## config.mk

```make
export PLATFORM = sky130hd
export DESIGN_NAME = regfile_multiport_sb
export DESIGN_NICKNAME = d
export VERILOG_FILES = /design/src/rtl/regfile_pkg.sv /design/src/rtl/regfile_scoreboard.sv /design/src/rtl/regfile_multiport_sb.sv
export SDC_FILE = /design/constraint.sdc
export NUM_CORES = 2
export LEC_CHECK = 0
export CAP_MARGIN = 0
export CORE_ASPECT_RATIO = 1.1
export CORE_MARGIN = 2
export CORE_UTILIZATION = 40
export DETAILED_ROUTE_END_ITERATION = 8
export RECOVER_POWER = 50
export SYNTH_ARGS = -nofsm -noshare
export SYNTH_HDL_FRONTEND = slang
export SYNTH_SLANG_ARGS = --single-unit
```

## constraint.sdc

```tcl
create_clock -name clk -period 2.3 [get_ports clk]
set_input_delay 0.23 -clock clk [delete_from_list [all_inputs] [get_ports clk]]
set_output_delay 0.23 -clock clk [all_outputs]
set_load 0.02 [all_outputs]
```

## src/rtl/regfile_pkg.sv

```systemverilog
// regfile_pkg: shared defaults and address validity for the register file.
package regfile_pkg;

    localparam int XLEN_DEF     = 32;
    localparam int NUM_REGS_DEF = 32;

    // An address is live if it maps to a real register and is not the hard-wired zero.
    function automatic logic addr_valid(input logic [31:0] addr, input int num_regs, input int zero_reg);
        return (addr < 32'(num_regs)) && !(zero_reg != 0 && addr == '0);
    endfunction

endpackage

```

## src/rtl/regfile_scoreboard.sv

```systemverilog
// regfile_scoreboard: per-register busy bits with reserve > flush > write-clear priority.
module regfile_scoreboard
    import regfile_pkg::*;
#(
    parameter int NUM_REGS = NUM_REGS_DEF,
    parameter int NR_READ  = 2,
    parameter int NR_WRITE = 1,
    parameter int ZERO_REG = 1,
    parameter int AW       = $clog2(NUM_REGS)
) (
    input  logic                   clk,
    input  logic                   rst_n,
    input  logic [NR_READ*AW-1:0]  rd_addr,
    output logic [NR_READ-1:0]     rd_busy,
    input  logic [NR_WRITE-1:0]    wr_en,
    input  logic [NR_WRITE*AW-1:0] wr_addr,
    input  logic                   rsv_en,
    input  logic [AW-1:0]          rsv_addr,
    input  logic                   flush
);

    logic [NUM_REGS-1:0] r_busy;
    logic [NUM_REGS-1:0] w_busy_nxt;

    function automatic logic wr_hit(input int r);
        logic h;
        h = 1'b0;
        for (int j = 0; j < NR_WRITE; j++)
            h = h | (wr_en[j] && wr_addr[j*AW +: AW] == AW'(r));
        return h;
    endfunction

    always_comb begin
        w_busy_nxt = r_busy;
        for (int r = 0; r < NUM_REGS; r++)
            w_busy_nxt[r] = (rsv_en && rsv_addr == AW'(r)) ? 1'b1 :
                            (flush || wr_hit(r))           ? 1'b0 : r_busy[r];
        if (ZERO_REG != 0) w_busy_nxt[0] = 1'b0;
    end

    always_ff @(posedge clk or negedge rst_n) begin
        if (!rst_n) r_busy <= '0;
        else        r_busy <= w_busy_nxt;
    end

    for (genvar i = 0; i < NR_READ; i++) begin : g_rd
        assign rd_busy[i] = addr_valid(32'(rd_addr[i*AW +: AW]), NUM_REGS, ZERO_REG)
                            && r_busy[rd_addr[i*AW +: AW]];
    end

endmodule

```

## src/rtl/regfile_multiport_sb.sv

```systemverilog
// regfile_multiport_sb: multi-port register file with write merge, optional
// same-cycle bypass and a busy scoreboard for hazard detection.
module regfile_multiport_sb
    import regfile_pkg::*;
#(
    parameter int XLEN     = XLEN_DEF,
    parameter int NUM_REGS = NUM_REGS_DEF,
    parameter int NR_READ  = 2,
    parameter int NR_WRITE = 1,
    parameter int ZERO_REG = 1,
    parameter int BYPASS   = 1,
    localparam int AW      = $clog2(NUM_REGS)
) (
    input  logic                     clk,
    input  logic                     rst_n,
    input  logic [NR_READ*AW-1:0]    rd_addr,
    output logic [NR_READ*XLEN-1:0]  rd_data,
    output logic [NR_READ-1:0]       rd_busy,
    input  logic [NR_WRITE-1:0]      wr_en,
    input  logic [NR_WRITE*AW-1:0]   wr_addr,
    input  logic [NR_WRITE*XLEN-1:0] wr_data,
    input  logic                     rsv_en,
    input  logic [AW-1:0]            rsv_addr,
    input  logic                     flush
);

    logic [XLEN-1:0]    r_mem [NUM_REGS];
    logic [NR_READ-1:0] w_sb_busy;

    regfile_scoreboard #(
        .NUM_REGS (NUM_REGS),
        .NR_READ  (NR_READ),
        .NR_WRITE (NR_WRITE),
        .ZERO_REG (ZERO_REG),
        .AW       (AW)
    ) u_sb (
        .clk      (clk),
        .rst_n    (rst_n),
        .rd_addr  (rd_addr),
        .rd_busy  (w_sb_busy),
        .wr_en    (wr_en),
        .wr_addr  (wr_addr),
        .rsv_en   (rsv_en),
        .rsv_addr (rsv_addr),
        .flush    (flush)
    );

    // Ascending port order lets the highest-index writer win a same-address collision.
    always_ff @(posedge clk or negedge rst_n) begin
        if (!rst_n) begin
            for (int r = 0; r < NUM_REGS; r++) r_mem[r] <= '0;
        end else begin
            for (int j = 0; j < NR_WRITE; j++)
                if (wr_en[j] && addr_valid(32'(wr_addr[j*AW +: AW]), NUM_REGS, ZERO_REG))
                    r_mem[wr_addr[j*AW +: AW]] <= wr_data[j*XLEN +: XLEN];
        end
    end

    for (genvar i = 0; i < NR_READ; i++) begin : g_rd
        logic [AW-1:0]   w_ra;
        logic [XLEN-1:0] w_d;
        logic            w_b;
        assign w_ra = rd_addr[i*AW +: AW];
        // Outputs are forced quiet while reset is held so bypassed inputs cannot leak.
        always_comb begin
            w_d = '0;
            w_b = 1'b0;
            if (rst_n && addr_valid(32'(w_ra), NUM_REGS, ZERO_REG)) begin
                w_d = r_mem[w_ra];
                w_b = w_sb_busy[i];
                if (BYPASS != 0)
                    for (int j = 0; j < NR_WRITE; j++)
                        if (wr_en[j] && wr_addr[j*AW +: AW] == w_ra) begin
                            w_d = wr_data[j*XLEN +: XLEN];
                            w_b = rsv_en && rsv_addr == w_ra;
                        end
            end
        end
        assign rd_data[i*XLEN +: XLEN] = w_d;
        assign rd_busy[i]              = w_b;
    end

endmodule

```

# After elaboration in Yosys (flattened, before gate mapping)
# Cells that the tools add are included.
# op_classes
reduce_logical,140
n_bitwise,3
n_lt_le_gt_ge,6
n_eq_ne,66
muxes,83
# op_table
operator,count
bitwise mux 1024 bit,1
binary-select mux 32 bit (select 5 bit),2
two-way mux 32 bit,9
demux 32 bit (select 5 bit),1
== test 5 bit (second input constant),32
== test 5 x 4 -> 1 bit (second input constant),16
logical AND 1 bit,72
two-way mux 1 bit,68
nonzero test 2 bit,31
== test 5 x 3 -> 1 bit (second input constant),8
logical OR 1 bit,31
== test 5 x 2 -> 1 bit (second input constant),4
== test 5 bit,4
greater-or-equal comparator 6 bit (second input constant),3
inverter 5 -> 6 bit,3
logical NOT 5 bit,3
less-than comparator 5 x 6 -> 1 bit (second input constant),2
binary-select mux 1 bit (select 5 bit),2
== test 5 x 1 -> 1 bit (second input constant),2
less-than comparator 6 x 1 -> 1 bit (second input constant),1
logical NOT 1 bit,3
# word_totals
ff_bits,1055

# Logic depth before layout (Yosys ltp)
# logic_depth
ltp_word,6
ltp_mapped,10
ltp_nobuf,5

# Hierarchy
# Synthesis repeated with hierarchy kept, for this count alone.
# hier_totals
cells_unflattened,4217
hier_area_um2,58461.1
# by_module_without_submodules
mod,n_inst,seq_area_each_um2,cells_each,area_each_um2
regfile_multiport_sb,1,25624.6,3989,56404.1
regfile_scoreboard,1,775.7,228,2057.0

# Worst setup path before layout
# No wires, ideal clock.
# synth_timing
path_kind,input to output
from,in rd_addr[1]
to,out rd_data[3]
setup_slack_ns,0.302
stages,6
t_arrival_ns,1.768
path_buffers,2
path_cell_list,buf_6 -> buf_2 -> mux4_2 -> a211oi_1 -> a211oi_1 -> a211o_1
# synth_via
elab_chain_cells,6
word_cells_on_any_way,11
cone_classes,eq/ne (1); mux (5); bitwise (1); reduce/logical (4)
# synth_rtl
element,line,rtl
"start, declared",regfile_multiport_sb.sv:16,"input logic [NR_READ*AW-1:0] rd_addr,"
inverter 5 -> 6 bit (not written as such),regfile_multiport_sb.sv:69,w_d = r_mem[w_ra];
binary-select mux 32 bit (select 5 bit),regfile_multiport_sb.sv:69,
two-way mux 32 bit (not written as such) (2 in a row),regfile_multiport_sb.sv:69,
two-way mux 32 bit,regfile_multiport_sb.sv:73,if (wr_en[j] && wr_addr[j*AW +: AW] == w_ra) begin
two-way mux 32 bit (*),regfile_multiport_sb.sv:68,"if (rst_n && addr_valid(32'(w_ra), NUM_REGS, ZERO_REG)) begin"
"end, declared",regfile_multiport_sb.sv:17,"output logic [NR_READ*XLEN-1:0] rd_data,"
# Every way passes the cells marked *; elsewhere a longest branch is shown, timed or not. The select of a mux whose other input is x is not followed.

# Worst setup path after layout
# layout_timing
from,reg r_mem[515] (netlist name)
to,out rd_data[3]
# layout_via
elab_chain_cells,5
# layout_rtl
element,line,rtl
"start, declared",regfile_multiport_sb.sv:27,logic [XLEN-1:0] r_mem [NUM_REGS];
"start signal, assigned by index",regfile_multiport_sb.sv:55,r_mem[wr_addr[j*AW +: AW]] <= wr_data[j*XLEN +: XLEN];
binary-select mux 32 bit (select 5 bit),regfile_multiport_sb.sv:69,
two-way mux 32 bit (not written as such) (2 in a row),regfile_multiport_sb.sv:69,
two-way mux 32 bit,regfile_multiport_sb.sv:73,
two-way mux 32 bit,regfile_multiport_sb.sv:68,
# No other way between the ends. The select of a mux whose other input is x is not followed.

==> run_results.csv <==
group,metric,value,unit
power,p_leak,31.41,nW
synth,syn-instance-count,4061,
synth,synth_top_area_share,45.70,%
synth,synth_seq_cells,1055,
grt,grt-ovfl-total,0,
timing,timing.setup.tns,-41480,ps
synth,yosys.cell_count.top_type,"dfrtp_1",
synth,synth_cell_types,60,
floorplan,start_util,40.18,%
final_layout,fin_util,49.78,%
clocking,cts_sinks,1055,
final_layout,drive_gt1_share,56.98,%
grt,grt_pass1_wl,284.3,mm
clocking,cts_made_buffers,114,
synth,synth.area.mux_share,39.90,%
synth,synth_xor_xnor_area_share,0.3032,%
grt,grt_max_degree,139,
routing,drc,0,
grt,antenna_found_initial,3,
clocking,clock_latency,740,ps
placement,port_buffers,122,
synth,yosys.area.top_type,"dfrtp_1",
synth,synth_seq_area_share,45.70,%
grt,gr-usage-all-layers,25.80,%
timing,final_hold_viol_count,0,
worst_setup_path,required,2070,ps
worst_setup_path,max_stage_delay,460,ps
clocking,ctsRootBufferMaster,"clkbuf_16",
outcome,outcome,"finished, violations left",
worst_setup_path,end_kind,"primary output",
worst_setup_path,crit_chain,"buf_4, mux4_2, a22oi_1, a21oi_2, a211o_1, buf_6",
grt,grt_pass1_vias,41645,
timing,fin_crit_sh,122.0,%
routing,via_count,39746,
synth,postSynthAreaPerCell,14.23,µm²
worst_setup_path,cp_top_family,"compound AO/OA/AOI/OAI gates",
worst_setup_path,cp_max_fo,2,
clocking,cts_tree,"yes",
final_layout,syn_to_final_growth,23.88,%
synth,synth-main-ff-cell,"dfrtp_1",
synth,ys_warn_count,0,
synth,ys_async_sr_fraction,100.0,%
floorplan,core_area,143800,µm²
timing,setup_viol,331,
timing,clock.fmax,356.2,MHz
synth,ys_top_cells_by_area,"dfrtp_1 (46%), mux2_2 (20%), mux4_2 (14%), mux2i_1 (5.6%), a221oi_1 (1.9%)",
placement,gp_congestion,0.8603,
clocking,path_clk_slew,60,ps
worst_setup_path,path_buf_inv,2,
worst_setup_path,critPathLaunchType,"register",
synth,synth_edf_count,0,
routing,drt-pass1-iter-count,5,
timing,rsz0062_at_grt,"yes",
placement,dpl.hpwl,128.4,mm
worst_setup_path,criticalPathCategory,"reg -> out",
floorplan,ios,123,
synth,syn_nets,4118,
synth,netlist_area,57770,µm²
clocking,cts_buffer_depth,3,
routing,ant_nets,0,
power,power_density,796.8,nW/µm²
floorplan,die_w,366.4,µm
timing,layout_setup_ws,-507.1,ps
final_layout,final_nets,4568,
worst_setup_path,crit_arrival,2580,ps
synth,synthAdderAreaFrac,0,%
timing,skew,0,ps
synth,yosys-top-cells-count,"dfrtp_1 (1055), mux2_2 (1013), mux4_2 (367)",
timing,relSlewSlack,-12.56,%
worst_setup_path,critPathSlowestCell,"mux4_2",
routing,wl,191.5,mm
timing,worstMarginPinSlew,1688,ps
clocking,htree_levels,3,
routing,wl_per_cell,29.31,µm
synth,synthSimpleGateAreaFrac,1.691,%
floorplan,dieArea,147500,µm²
routing,via_per_inst,6.085,
min_path,hold_class,"in -> reg",
synth,synth-compound-area-share,8.070,%
floorplan,fp.dieH,402.6,µm
job,maxCapViolCount,1,
synth,synth_top_family_by_area,"multiplexers",
power,ir_drop,0.0005616,V
floorplan,rows,146,
timing,maxSlewViolCount,115,
timing,min_period,2807,ps
outcome,violations,"capacitance limit, slew limit, setup timing",
routing,drt_iter0_drc,3282,
==> area by class of cell <==
type,count,area (µm²)
fill,12283,72200
multi-input combinational,2510,30420
sequential,1055,26400
timing repair buffer,812,8302
clock buffer,151,3273
tap,1924,2407
clock inverter,61,689.4
inverter,18,67.56
antenna,1,2.502
==> worst paths after layout <==
kind | from | to | slack (ps) | cells after the start
max | r_mem[515] | rd_data[3] | -510 | 6
min | wr_data[18] | r_mem[722] | 330 | 2
max reg2reg | r_mem[521] | r_mem[521] | 1290 | 3
min reg2reg | r_mem[1009] | r_mem[1009] | 390 | 0
max in group asynchronous | rst_n | r_mem[776] | -90 | 6
min in group asynchronous | rst_n | r_mem[214] | 760 | 4
==> where the power goes <==
part / switching (mW) / internal (mW) / leakage (nW)
clock network: 8.03 / 11.5 / 1.98
registers: 2.46 / 22.0 / 13.6
logic: 5.41 / 7.59 / 15.9
total: 15.9 / 41.1 / 31.4
==> routing by layer <==
| layer | routed length, µm | up-vias | track usage (%) |
|---|---|---|---|
| met2 | 91880 | 1291 | 42.06 |
| met4 | 6838 | 2 | 9.422 |
| met5 | 7 | - | 0 |
| met3 | 11900 | 358 | 4.381 |
| li1 | - | 16715 | - |
| met1 | 80850 | 21380 | 34.70 |
==> cells by family (layout without fill, tap and decap cells) <==
kind of cell | after synthesis | in the layout
flip-flops | 1055 | 1055
XOR/XNOR | 20 | 20
multiplexers | 1716 | 1716
buffers and inverters | 496 | 1042
AO/OA/AOI/OAI | 620 | 620
AND/OR/NAND/NOR | 154 | 154
other | 0 | 1
==> registers in the layout (all words and copies together), names as in the netlist <==
signal,flops
u_sb.r_busy,31
r_mem,1024
==> worst reg2reg max path, delay by kind of cell (launching register included) <==
family                 cells  cell delay (ps)
multiplexers               1              250
flip-flops                 1              390
buffers and inverters      2              260
==> per-stage QoR <==
step	hold slack (ps)	worst slack [ps]	instances	instance area [µm²]	total power, mW
3_3_place_gp	283.6	-962.3	6284	66320	36.40
6_report	325.8	-507.1	6532	71560	57.02
3_5_place_dp	282.5	-946.3	6284	66320	36.81
4_1_cts	272.8	-568.1	6515	71460	57.01
5_1_grt	350.1	-566.5	6531	71560	59.38
2_1_floorplan	-65.59	302.4	4061	57770	32.19
==> layout by cell type (no fill, tap or decap), drive strengths merged, types with 3 or more instances in the layout <==
master         Yosys  layout
nor3b              5       5
o21bai            65      65
nand3              9       9
a221oi           128     128
dlymetal6s2s       0       3
a211o             64      64
nor2              15      15
inv               16      22
o32ai             14      14
nand2             21      21
clkinvlp           0       6
a22oi             95      95
clkdlybuf4s50      0      39
nand2b             7       7
clkinv             2      37
o21ai             18      18
a211oi            66      66
mux4             367     367
dlygate4sd2        0       4
bufinv             0      14
or3                4       4
mux2            1024    1024
a31oi             31      31
clkbuf           203     208
mux2i            325     325
xnor2             12      12
xor2               8       8
or2                5       5
o41ai              3       3
a21oi             99      99
o221ai            31      31
buf              275     706
nor3               8       8
dfrtp           1055    1055
nand4b             3       3
nand3b            20      20
nor2b             43      43
nor4               4       4
nand4              6       6
==> what timing repair did <==
item,in CTS,in global routing
hold endpoints to repair,151,2
gates cloned,0,2
pin swaps,144,70
endpoints found under the setup margin,66,66
hold buffers,1,1
gates resized for setup,540,117
setup buffers,28,14
(Power assumes the default switching activity.)
